<file path="config.mk">
export PLATFORM = sky130hd
export DESIGN_NAME = rr_dec_arbiter
export DESIGN_NICKNAME = d
export VERILOG_FILES = /design/src/rtl/rr_dec_arbiter.sv
export SDC_FILE = /design/constraint.sdc
export NUM_CORES = 1
export LEC_CHECK = 0
export CELL_PAD_IN_SITES_DETAIL_PLACEMENT = 0
export CELL_PAD_IN_SITES_GLOBAL_PLACEMENT = 1
export CORE_MARGIN = 1
export CORE_UTILIZATION = 41
export DETAILED_ROUTE_END_ITERATION = 16
export GPL_TIMING_DRIVEN = 0
export PLACE_DENSITY_LB_ADDON = 0.25
export SYNTH_ARGS = -nofsm -noshare
export SYNTH_HDL_FRONTEND = slang
export SYNTH_SLANG_ARGS = --single-unit
</file>
<file path="constraint.sdc">
create_clock -name clk -period 6.8 [get_ports clk]
set_input_delay 1.36 -clock clk [delete_from_list [all_inputs] [get_ports clk]]
set_output_delay 1.36 -clock clk [all_outputs]
set_load 0.03 [all_outputs]
</file>
<file path="src/rtl/rr_dec_arbiter.sv">
// Round-robin arbiter for 4 requesters: registered grant index feeding a 2-to-4 decoder with enable.
// Optional per-owner hold limit with preemption when ARB_TIMEOUT_EN is defined (HOLD_MAX exists only then).
//   state | meaning
//   IDLE  | no grant issued; gnt_idx keeps the last owner
//   GRANT | requester gnt_idx owns the shared resource
module rr_dec_arbiter #(
    parameter int N_REQ = 4
`ifdef ARB_TIMEOUT_EN
    ,
    parameter int HOLD_MAX = 8
`endif
) (
    input  logic             clk,
    input  logic             rst,
    input  logic             en,
    input  logic [N_REQ-1:0] req,
    output logic [N_REQ-1:0] gnt,
    output logic [1:0]       gnt_idx,
    output logic             gnt_valid,
    output logic             busy
);

    typedef enum logic {IDLE, GRANT} state_t;

    state_t           state_q, state_d;
    logic [1:0]       idx_q, idx_d;
    logic [1:0]       last_q, last_d;
    logic [N_REQ-1:0] gnt_q, gnt_d;
    logic [N_REQ-1:0] others;
    logic [1:0]       pick_idle, pick_hand;
    logic             grant_new;
    logic             hold_expired;

    // First set bit of r scanning from+1, from+2, from+3, from+4 (mod 4).
    function automatic logic [1:0] rr_pick(input logic [3:0] r, input logic [1:0] from);
        logic [1:0] pick;
        logic [1:0] cand;
        logic       found;
        pick  = from;
        found = 1'b0;
        for (int k = 1; k <= 4; k++) begin
            cand = from + 2'(k);
            if (!found && r[cand]) begin
                pick  = cand;
                found = 1'b1;
            end
        end
        return pick;
    endfunction

    function automatic logic [3:0] dec2to4(input logic ena, input logic [1:0] sel);
        logic [3:0] dec;
        dec = 4'b0000;
        if (ena) dec[sel] = 1'b1;
        return dec;
    endfunction

    assign others    = req & ~dec2to4(1'b1, idx_q);
    assign pick_idle = rr_pick(req, last_q);
    assign pick_hand = rr_pick(others, idx_q);

`ifdef ARB_TIMEOUT_EN
    localparam logic [7:0] HOLD_LAST = 8'(HOLD_MAX - 1);

    logic [7:0] hold_q;

    assign hold_expired = (hold_q == HOLD_LAST);

    // Saturates at the limit so a lone owner keeps its grant.
    always_ff @(posedge clk) begin
        if (rst) begin
            hold_q <= 8'd0;
        end else if (state_d != GRANT || grant_new) begin
            hold_q <= 8'd0;
        end else if (!hold_expired) begin
            hold_q <= hold_q + 8'd1;
        end
    end
`else
    assign hold_expired = 1'b0;
`endif

    always_comb begin
        state_d   = state_q;
        idx_d     = idx_q;
        grant_new = 1'b0;
        case (state_q)
            IDLE: begin
                if (en && |req) begin
                    state_d   = GRANT;
                    idx_d     = pick_idle;
                    grant_new = 1'b1;
                end
            end
            GRANT: begin
                if (!en) begin
                    state_d = IDLE;
                end else if (!req[idx_q] || hold_expired) begin
                    if (|others) begin
                        idx_d     = pick_hand;
                        grant_new = 1'b1;
                    end else if (!req[idx_q]) begin
                        state_d = IDLE;
                    end
                end
            end
            default: state_d = IDLE;
        endcase
        last_d = grant_new ? idx_d : last_q;
        gnt_d  = dec2to4(state_d == GRANT, idx_d);
    end

    always_ff @(posedge clk) begin
        if (rst) begin
            state_q <= IDLE;
            idx_q   <= 2'd0;
            last_q  <= 2'd3;
            gnt_q   <= '0;
        end else begin
            state_q <= state_d;
            idx_q   <= idx_d;
            last_q  <= last_d;
            gnt_q   <= gnt_d;
        end
    end

    assign gnt       = gnt_q;
    assign gnt_idx   = idx_q;
    assign gnt_valid = (state_q == GRANT);
    assign busy      = gnt_valid | (en & (|req));

endmodule

</file>
==> results of run 1 <==
worst paths after layout:
kind | endpoint | depth (start not counted) | slack, ns
setup reg to reg | last_q[1] | 9 | 4.02
setup / recovery | busy | 6 | 1.94
hold reg to reg | last_q[0] | 2 | 0.64
hold / removal | last_q[0] | 2 | 0.64
per-layer routing:
metal	vias to the layer above	part of all wire	wire [um]
li1	432	-	-
met1	388	0.51	1050
met4	0	0.0043	9
met5	-	0	0
met2	21	0.44	905
met3	2	0.052	107
cell type report:
type | count | area share
flip-flops and latches | 9 | 0.168
well taps | 27 | 0.0315
clock buffers | 3 | 0.0210
clock inverters | 1 | 0.00467
multi-input cells | 84 | 0.585
plain buffers | 6 | 0.0374
repair buffers | 14 | 0.131
inverters | 6 | 0.0210
kinds of logic after synthesis:
logic type | Yosys count | synth area share
flip-flops | 9 | 0.207
AO/OA/AOI/OAI | 31 | 0.276
AND/OR/NAND/NOR | 46 | 0.324
multiplexers | 3 | 0.0633
buffers and inverters | 12 | 0.0719
adder cells (fa/ha/maj) | 4 | 0.0576
synth_stat cells (all sizes together), types with 2 or more instances:
cell / instances / area [um2]
dfxtp: 9 / 180
a22oi: 3 / 22.5
nor3: 2 / 10.0
nor2b: 7 / 43.8
nor3b: 6 / 50.1
a211oi: 3 / 27.5
and3b: 4 / 35.0
ha: 4 / 50.1
a21oi: 5 / 25.0
o41ai: 2 / 17.5
nand2b: 6 / 37.5
nand2: 3 / 11.3
or3: 2 / 12.5
buf: 5 / 36.3
o211ai: 3 / 27.5
mux4: 2 / 45.0
nor2: 9 / 33.8
inv: 6 / 22.5
o21ai: 4 / 20.0
sequential cells by signal (all words and copies together) (netlist names):
signal,cells
last_q,2
gnt,4
gnt_idx,2
gnt_valid,1
power breakdown:
group          leakage, nW  total, mW  internal [mW]  switching, mW
combinational        0.318     0.0908         0.0402         0.0506
sequential          0.0740     0.0642         0.0578        0.00641
clock               0.0177     0.0403         0.0216         0.0186
total                0.410      0.195          0.120         0.0757
metrics by stage:
step,instances,power (mW)
after floorplan,105,0.129
after global routing,150,0.209
after global placement,146,0.155
final,150,0.195
after detailed placement,146,0.155
after CTS,150,0.196
cell usage in the layout (no fill, tap or decap), types with 2 or more instances in the layout:
master / Yosys / final
o41ai_1: 2 / 2
nor3b_1: 5 / 5
clkbuf_4: 0 / 3
buf_6: 2 / 2
a21oi_1: 5 / 5
a22oi_1: 3 / 3
nor2b_1: 7 / 7
nand2_1: 3 / 3
mux4_2: 2 / 2
o211ai_1: 2 / 2
nor3_1: 2 / 2
or3_1: 2 / 2
buf_2: 2 / 2
dfxtp_1: 9 / 9
o21ai_0: 4 / 4
inv_1: 6 / 6
and3b_1: 4 / 4
ha_1: 4 / 4
a211oi_1: 2 / 2
nand2b_1: 6 / 6
nor2_1: 9 / 9
clkdlybuf4s50_1: 0 / 14
critical path, stage by stage:
cell	delay [ns]
clkdlybuf4s50_1	0.50
clkbuf_1	0.24
o41ai_1	0.51
and2_1	0.25
inv_1	0.06
clkdlybuf4s50_1	0.58
==> summary.txt, run 1 <==
Outcome
  – Status: finished clean

Logic synthesis
  – Ys async rst share: 0
  – Post-synthesis cell type count: 44
  – Post-Syn Area: just under 900 um2
  – Register area share after synthesis: 0.207
  – Synth Flop Type: dfxtp_1
  – Ys Warns: 0
  – Cells after Synth: about 110
  – Number of synthesized flops with an enable pin: 0
  – Mapped Nets: 116
  – Flops & latches, synth: 9
  – Avg Inst Size Synth: approximately 8.3 um2

Timing
  – Relative slew slack: 0.683
  – Unrepaired setup endpoints after global routing: no
  – # setup viols final: 0
  – Max Fclk: approximately 0.21 GHz
  – Crit share post-route: 0.714
  – Hold Fails Final Rpt: 0
  – Setup slack after layout: between 1.5 and 2 ns
  – Slew Limit Fails: 0
  – Skew final: around 0.0082 ns
  – Minimum clock period: around 5 ns
  – Measured slew at the worst slew-check pin: between 0.4 and 0.5 ns
  – WHS: about 0.64 ns
  – Setup tns final: 0 ns

Global route
  – Grt ovf: 0
  – GRT met2 Usage: 0.292
  – First-pass GRT wire length: roughly 3.1 mm
  – Largest net degree at the start of global routing: 11
  – Met1 Use GR: 0.297
  – Gr usage total: 0.197
  – GRT busiest layer: met1
  – Initial antenna violation count: 0
  – Met3 Track Usage GR: 0.0151
  – Vias in the first global route: 706

Place
  – Post-Place Worst Slack: 1.99 ns
  – Post-DP Area: about 1000 um2
  – Final Wtd Congestion: 0.826
  – DP HPWL: 1.60 mm
  – Port bufs: 14

Cells and area
  – ANT cells: 0
  – Fillers: between 150 and 200
  – Share of post-route cells with drive strength above 1: 0.122
  – Multi-input logic area: about 630 um2
  – Final Instance Area: 1070 um2
  – Nets: roughly 140
  – Area Overhead vs Synth: 23.2%
  – Register area: about 180 um2
  – Final core utilization: 0.540

CTS
  – CTS Sinks: 9
  – CTS tree: built
  – CTS H-tree lvls: 1
  – Clock transition at path regs: about 0.07 ns
  – CTS max path bufs: 2
  – Resized cells post-CTS: 0
  – Num CTS Buffers: 3
  – Worst skew pair latency: 0.26 ns
  – Post CTS Setup Buffer Count: 0
  – Clock Root Buffer: clkbuf_4
  – Cts hold-fix bufs: 0

Routing
  – WL/cell: roughly 14 um
  – Pre-antenna DRT Iters: 4
  – Avg Vias per Cell: 5.62
  – Post-DRT Antenna Nets: 0
  – # DRC: 0
  – Initial DRC count: between 40 and 50
  – Routed vias: 843
  – Total Wirelength: 2.07 mm

Floorplan
  – Die area: between 2000 and 2500 um2
  – Starting Density: 0.439
  – Die Wd: 48.1 um
  – # rows: 16
  – Die Span Y: around 48 um
  – Io pins: 15
  – Core Region: 1980 um2

Worst setup path
  – Startpoint Class: primary input
  – Setup crit start: req[3]
  – CP arrival: about 3.5 ns
  – Worst setup EP type: output pin
  – WP data required: between 5 and 6 ns
  – Max Fanout on Critical Path: 10
  – RR Startpoint: gnt_idx[0]
  – Worst setup path category: primary input to output pin

Run
  – Max-cap violations: 0

Power and ir drop
  – VDD IR max: roughly 0.14 mV
  – Cell area power density: 182 nW/um2
  – Leakage: around 0.41 nW

Min path
  – Hold crit path type: flop to flop
  – Hold Crit Start: last_q[0]
No activity file was read; power rests on OpenSTA's default activity.
==> inputs of run 2 (changes only) <==
--- a/config.mk
+++ b/config.mk
@@ -8,7 +8,7 @@
 export CELL_PAD_IN_SITES_DETAIL_PLACEMENT = 0
 export CELL_PAD_IN_SITES_GLOBAL_PLACEMENT = 1
 export CORE_MARGIN = 1
-export CORE_UTILIZATION = 41
+export CORE_UTILIZATION = 38
 export DETAILED_ROUTE_END_ITERATION = 16
 export GPL_TIMING_DRIVEN = 0
 export PLACE_DENSITY_LB_ADDON = 0.25
==> constraint.sdc (replaced) <==
create_clock -name clk -period 5.1 [get_ports clk]
set_input_delay 1.02 -clock clk [delete_from_list [all_inputs] [get_ports clk]]
set_output_delay 1.02 -clock clk [all_outputs]
set_load 0.03 [all_outputs]
==> summary.txt, run 2 (synthesized netlist as in run 1, its figures left out) <==
Outcome
  – Status: finished clean

Floorplan
  – Starting Density: 0.422
  – # rows: 16
  – Die Wd: 49.8 um
  – Core Region: between 2000 and 2500 um2
  – Die Span Y: 49.8 um
  – Io pins: 15
  – Die area: roughly 2500 um2

Timing
  – Minimum clock period: 4.16 ns
  – Unrepaired setup endpoints after global routing: no
  – Measured slew at the worst slew-check pin: 0.460 ns
  – Setup tns final: 0 ns
  – Slew Limit Fails: 0
  – Relative slew slack: 0.693
  – Setup slack after layout: roughly 0.94 ns
  – # setup viols final: 0
  – Skew final: about 0.0037 ns
  – Hold Fails Final Rpt: 0
  – Crit share post-route: 0.815
  – Max Fclk: between 0.2 and 0.25 GHz
  – WHS: 0.656 ns

Worst setup path
  – CP cell instances: clkdlybuf4s50_1 -> clkbuf_1 -> o41ai_1 -> and2_1 -> inv_1 -> clkdlybuf4s50_1
  – Worst setup EP type: output pin
  – Critical Path Slowest Stage Cell: clkdlybuf4s50_1
  – WP data required: between 4 and 5 ns
  – Startpoint Class: primary input
  – Worst setup path category: primary input to output pin
  – CP most frequent cell: clkdlybuf4s50_1
  – Slowest stage delay, CP: 0.60 ns
  – CP arrival: 3.14 ns
  – Max Fanout on Critical Path: 10

Place
  – Final Wtd Congestion: just under 0.9
  – Post-DP Area: ~1000 um2
  – Port bufs: 14
  – DP HPWL: 1.68 mm
  – Post-Place Worst Slack: a little under 1 ns

Global route
  – Largest net degree at the start of global routing: 11
  – First-pass GRT wire length: 3.77 mm
  – Initial antenna violation count: 0
  – Gr usage total: 0.197
  – Grt ovf: 0
  – Vias in the first global route: 794

CTS
  – Worst skew pair latency: between 0.2 and 0.3 ns
  – CTS tree: built
  – Cts hold-fix bufs: 0
  – Post CTS Setup Buffer Count: 0
  – Num CTS Buffers: 3
  – CTS Sinks: 9
  – Clock transition at path regs: around 0.06 ns
  – CTS max path bufs: 2
  – Resized cells post-CTS: 0
  – CTS H-tree lvls: 1
  – Clock Root Buffer: clkbuf_4

Cells and area
  – Nets: ~140
  – ANT cells: 0
  – Most frequent cells in the layout: clkdlybuf4s50_1 (14), nor2_1 (9), dfxtp_1 (9)
  – Final core utilization: 0.519
  – Final Instance Area: about 1100 um2
  – Most common cell after layout, fill and taps aside: clkdlybuf4s50_1
  – Share of post-route cells with drive strength above 1: 0.114
  – Area Overhead vs Synth: 23.0%
  – Number of flip-flops under the largest register name: 4

Power and ir drop
  – Sw frac: 0.383
  – Combinational power share: 0.466
  – Int Pwr: 0.161 mW
  – VDD IR max: about 0.16 mV
  – Clock power share: 0.205
  – Leakage: about 0.41 nW
  – Psw: around 0.10 mW
  – Register share of total power: 0.329
  – Cell area power density: approximately 240 nW/um2

Run
  – Max-cap violations: 0

Routing
  – Pre-antenna DRT Iters: 4
  – WL/cell: around 15 um
  – Total Wirelength: between 2 and 2.5 mm
  – Routed vias: about 900
  – Post-DRT Antenna Nets: 0
  – Avg Vias per Cell: approximately 5.9
  – Initial DRC count: 18
  – # DRC: 0

Min path
  – Hold crit path type: flop to flop
## run 2: cell types whose count changed in the layout (fill, tap and decap cells not counted), sizes merged
cell | previous run | this run
clkbuf | 4 | 5
clkinv | 1 | 0
## run 2: power by group through the flow
stage | registers, mW | clock network (mW) | logic [mW]
after floorplan | 0.0943 | 0 | 0.0774
after global routing | 0.0870 | 0.0604 | 0.133
after global placement | 0.0873 | 0 | 0.119
final | 0.0857 | 0.0533 | 0.121
after detailed placement | 0.0873 | 0 | 0.121
after CTS | 0.0857 | 0.0560 | 0.121
## run 2: layer usage
layer / up-vias / wire [um] / global-route usage
li1: 434 / - / -
met1: 421 / 990 / 0.267
met2: 24 / 1060 / 0.300
met3: 0 / 166 / 0.0586
met4: 0 / 0 / 0.0524
met5: - / 0 / 0
## run 2: final cells by class
type                            instances  area (um2)
Timing Repair Buffer                   14         140
Buffer                                  6        40.0
Sequential cell                         9         180
Multi-Input combinational cell         84         627
Tap cell                               27        33.8
Clock buffer                            4        26.3
Fill cell                             205         992
Inverter                                6        22.5
## run 2: per-stage QoR
step / cells / power (mW)
detailed placement: 146 / 0.208
CTS: 150 / 0.263
finish: 150 / 0.260
floorplan: 105 / 0.172
global placement: 146 / 0.206
global route: 150 / 0.280
## run 2: critical path, delay by kind of cell
| kind | cells | cell delay (ns) |
|---|---|---|
| buffers and inverters | 4 | 1.39 |
| and+or+nand+nor | 1 | 0.23 |
| AOI/OAI and AO/OA | 1 | 0.49 |
## run 2: path summary, 6_finish.rpt
| kind | from | end | slack [ns] | depth (start not counted) |
|---|---|---|---|---|
| setup / recovery | req[3] | busy | 0.94 | 6 |
| hold / removal | gnt_valid | gnt_valid | 0.66 | 2 |
| setup reg to reg | gnt_idx[0] | last_q[1] | 2.36 | 9 |
| hold reg to reg | gnt_valid | gnt_valid | 0.66 | 2 |
==> inputs of run 3 (changes only) <==
==> constraint.sdc (replaced) <==
create_clock -name clk -period 4 [get_ports clk]
set_input_delay 0.8 -clock clk [delete_from_list [all_inputs] [get_ports clk]]
set_output_delay 0.8 -clock clk [all_outputs]
set_load 0.03 [all_outputs]
==> results of run 3 <==
Same layout as run 2 (identical final DEF). Status: finished clean.
Main changes from that run: setup slack after placement 0.962 ns -> 0.302 ns; setup slack after layout 0.943 ns -> 0.283 ns; register-to-register setup slack 2.36 ns -> 1.26 ns; total power 0.260 mW -> 0.332 mW; worst IR drop on VDD 0.156 mV -> 0.199 mV
==> RTL change (flow settings as in run 1) <==
Build with the macro `ARB_TIMEOUT_EN` defined.
--- a/src/rtl/rr_dec_arbiter.sv
+++ b/src/rtl/rr_dec_arbiter.sv
@@ -3,6 +3,8 @@
 //   state | meaning
 //   IDLE  | no grant issued; gnt_idx keeps the last owner
 //   GRANT | requester gnt_idx owns the shared resource
+`define ARB_TIMEOUT_EN
+
 module rr_dec_arbiter #(
     parameter int N_REQ = 4
 `ifdef ARB_TIMEOUT_EN
Function: changed (a bounded check fails within 10 cycles, from zero or initial values and one cycle with rst high).
==> RTL change against run 1 <==
Worst setup slack better by 0.24 ns; power grew 29%; design area is 22% higher; synthesized area rose by 27%; synthesized cell count grew 17%; sequential cell count up 8; clock power is 39% higher; routed wire length rose by 14%; first-iteration DRC count decreased by 51%.
==> RTL change: results (changes against run 1) <==
Power and ir drop
  – Comb power: 0.0000842 W (-7.3%)
  – Sw Ratio: 34.6% (-4.1 points)
  – Leak pwr: 0.504 nW (+23%)

Timing
  – Slew Limit Headroom: 64.8% (-3.6 points)
  – Clock period minus final worst setup slack: 4.62 ns (-0.238 ns)

Finish
  – Non-Clock Buffer Area Fraction: 11.1% (-5.7 points)
  – Clock buf/inv share: 2.11% (-0.46 points)
  – Multi-input gate area: 737 um^2 (+18%)
  – Layout cells sized above 1: 8.51% (-3.7 points)
  – FF+latch area: 340 um^2 (+89%)
  – Nets: 154 (+14%)

Logic synthesis
  – Commonest cells post-synth: dfxtp_1, nor2_1, nand3_1, nand2_1, nand2b_1
  – XOR/XNOR Fraction of Synth Area: 5.57% (+5.6 points)
  – Synthesized netlist cell count: 123 (+17%)
  – Adder-cell share of the synthesized area: 5.68% (-0.074 points)
  – Syn_nets: 135 (+16%)
  – Synth cell types: 38 (-14%)
  – Post-synthesis sequential area ratio: 30.9% (+10 points)

CTS
  – Clock Sink Count: 17 (+8)

Route
  – Iter 0 DRT Violations: 20 (-51%)
  – Metal-1 WL: 1250 um (+19%)
  – WL final: 2360 um (+14%)
  – Met2 wire length: 997 um (+10%)
  – Detailed-route via count: 971 (+15%)
  – Via/cell ratio: 5.68 (+1.0%)

Worst setup path
  – Largest fanout on the critical path: 8 (-2)
  – Crit path from: req[1]

Hold path
  – Min-delay src: hold_q[7]$_SDFFE_PP0N_
  – Hold endpoint: hold_q[7]$_SDFFE_PP0N_

Status
  – Status: complete, no violations

Placed design
  – DP Wirelength: 1780 um (+11%)
  – GP Congestion: 0.841 (+1.8%)
-- RTL change: cell count changes after synthesis, sizes merged, moves of 3 or more --
| cell | delta |
|---|---|
| dfxtp | +8 |
| buf | -4 |
| xor2 | +5 |
| and3 | +3 |
| nor3b | -5 |
| o21a | +3 |
| nor2 | +4 |
| nand3 | +8 |
| nand2 | +4 |
-- RTL change: worst max-delay path: stages --
cell,delay (ns)
clkdlybuf4s50_1,0.57
o41ai_2,0.57
nand2_1,0.14
clkdlybuf4s50_1,0.62
-- RTL change: cells by family (layout without fill, tap and decap cells) --
| kind of cell | count (synthesis) | in the layout |
|---|---|---|
| muxes | 5 | 5 |
| DFF | 17 | 17 |
| and+or+nand+nor | 54 | 54 |
| xor gates and xnor gates | 7 | 7 |
| adders and majority gates | 5 | 5 |
| AOI/OAI and AO/OA | 29 | 29 |
| buffers and inverters | 6 | 24 |
-- RTL change: per-layer routing --
layer  track usage (%)  vias up
li1                  -      489
met1              26.9      463
met2              28.4       17
met3              6.21        2
met4              3.95        0
met5                 0        -
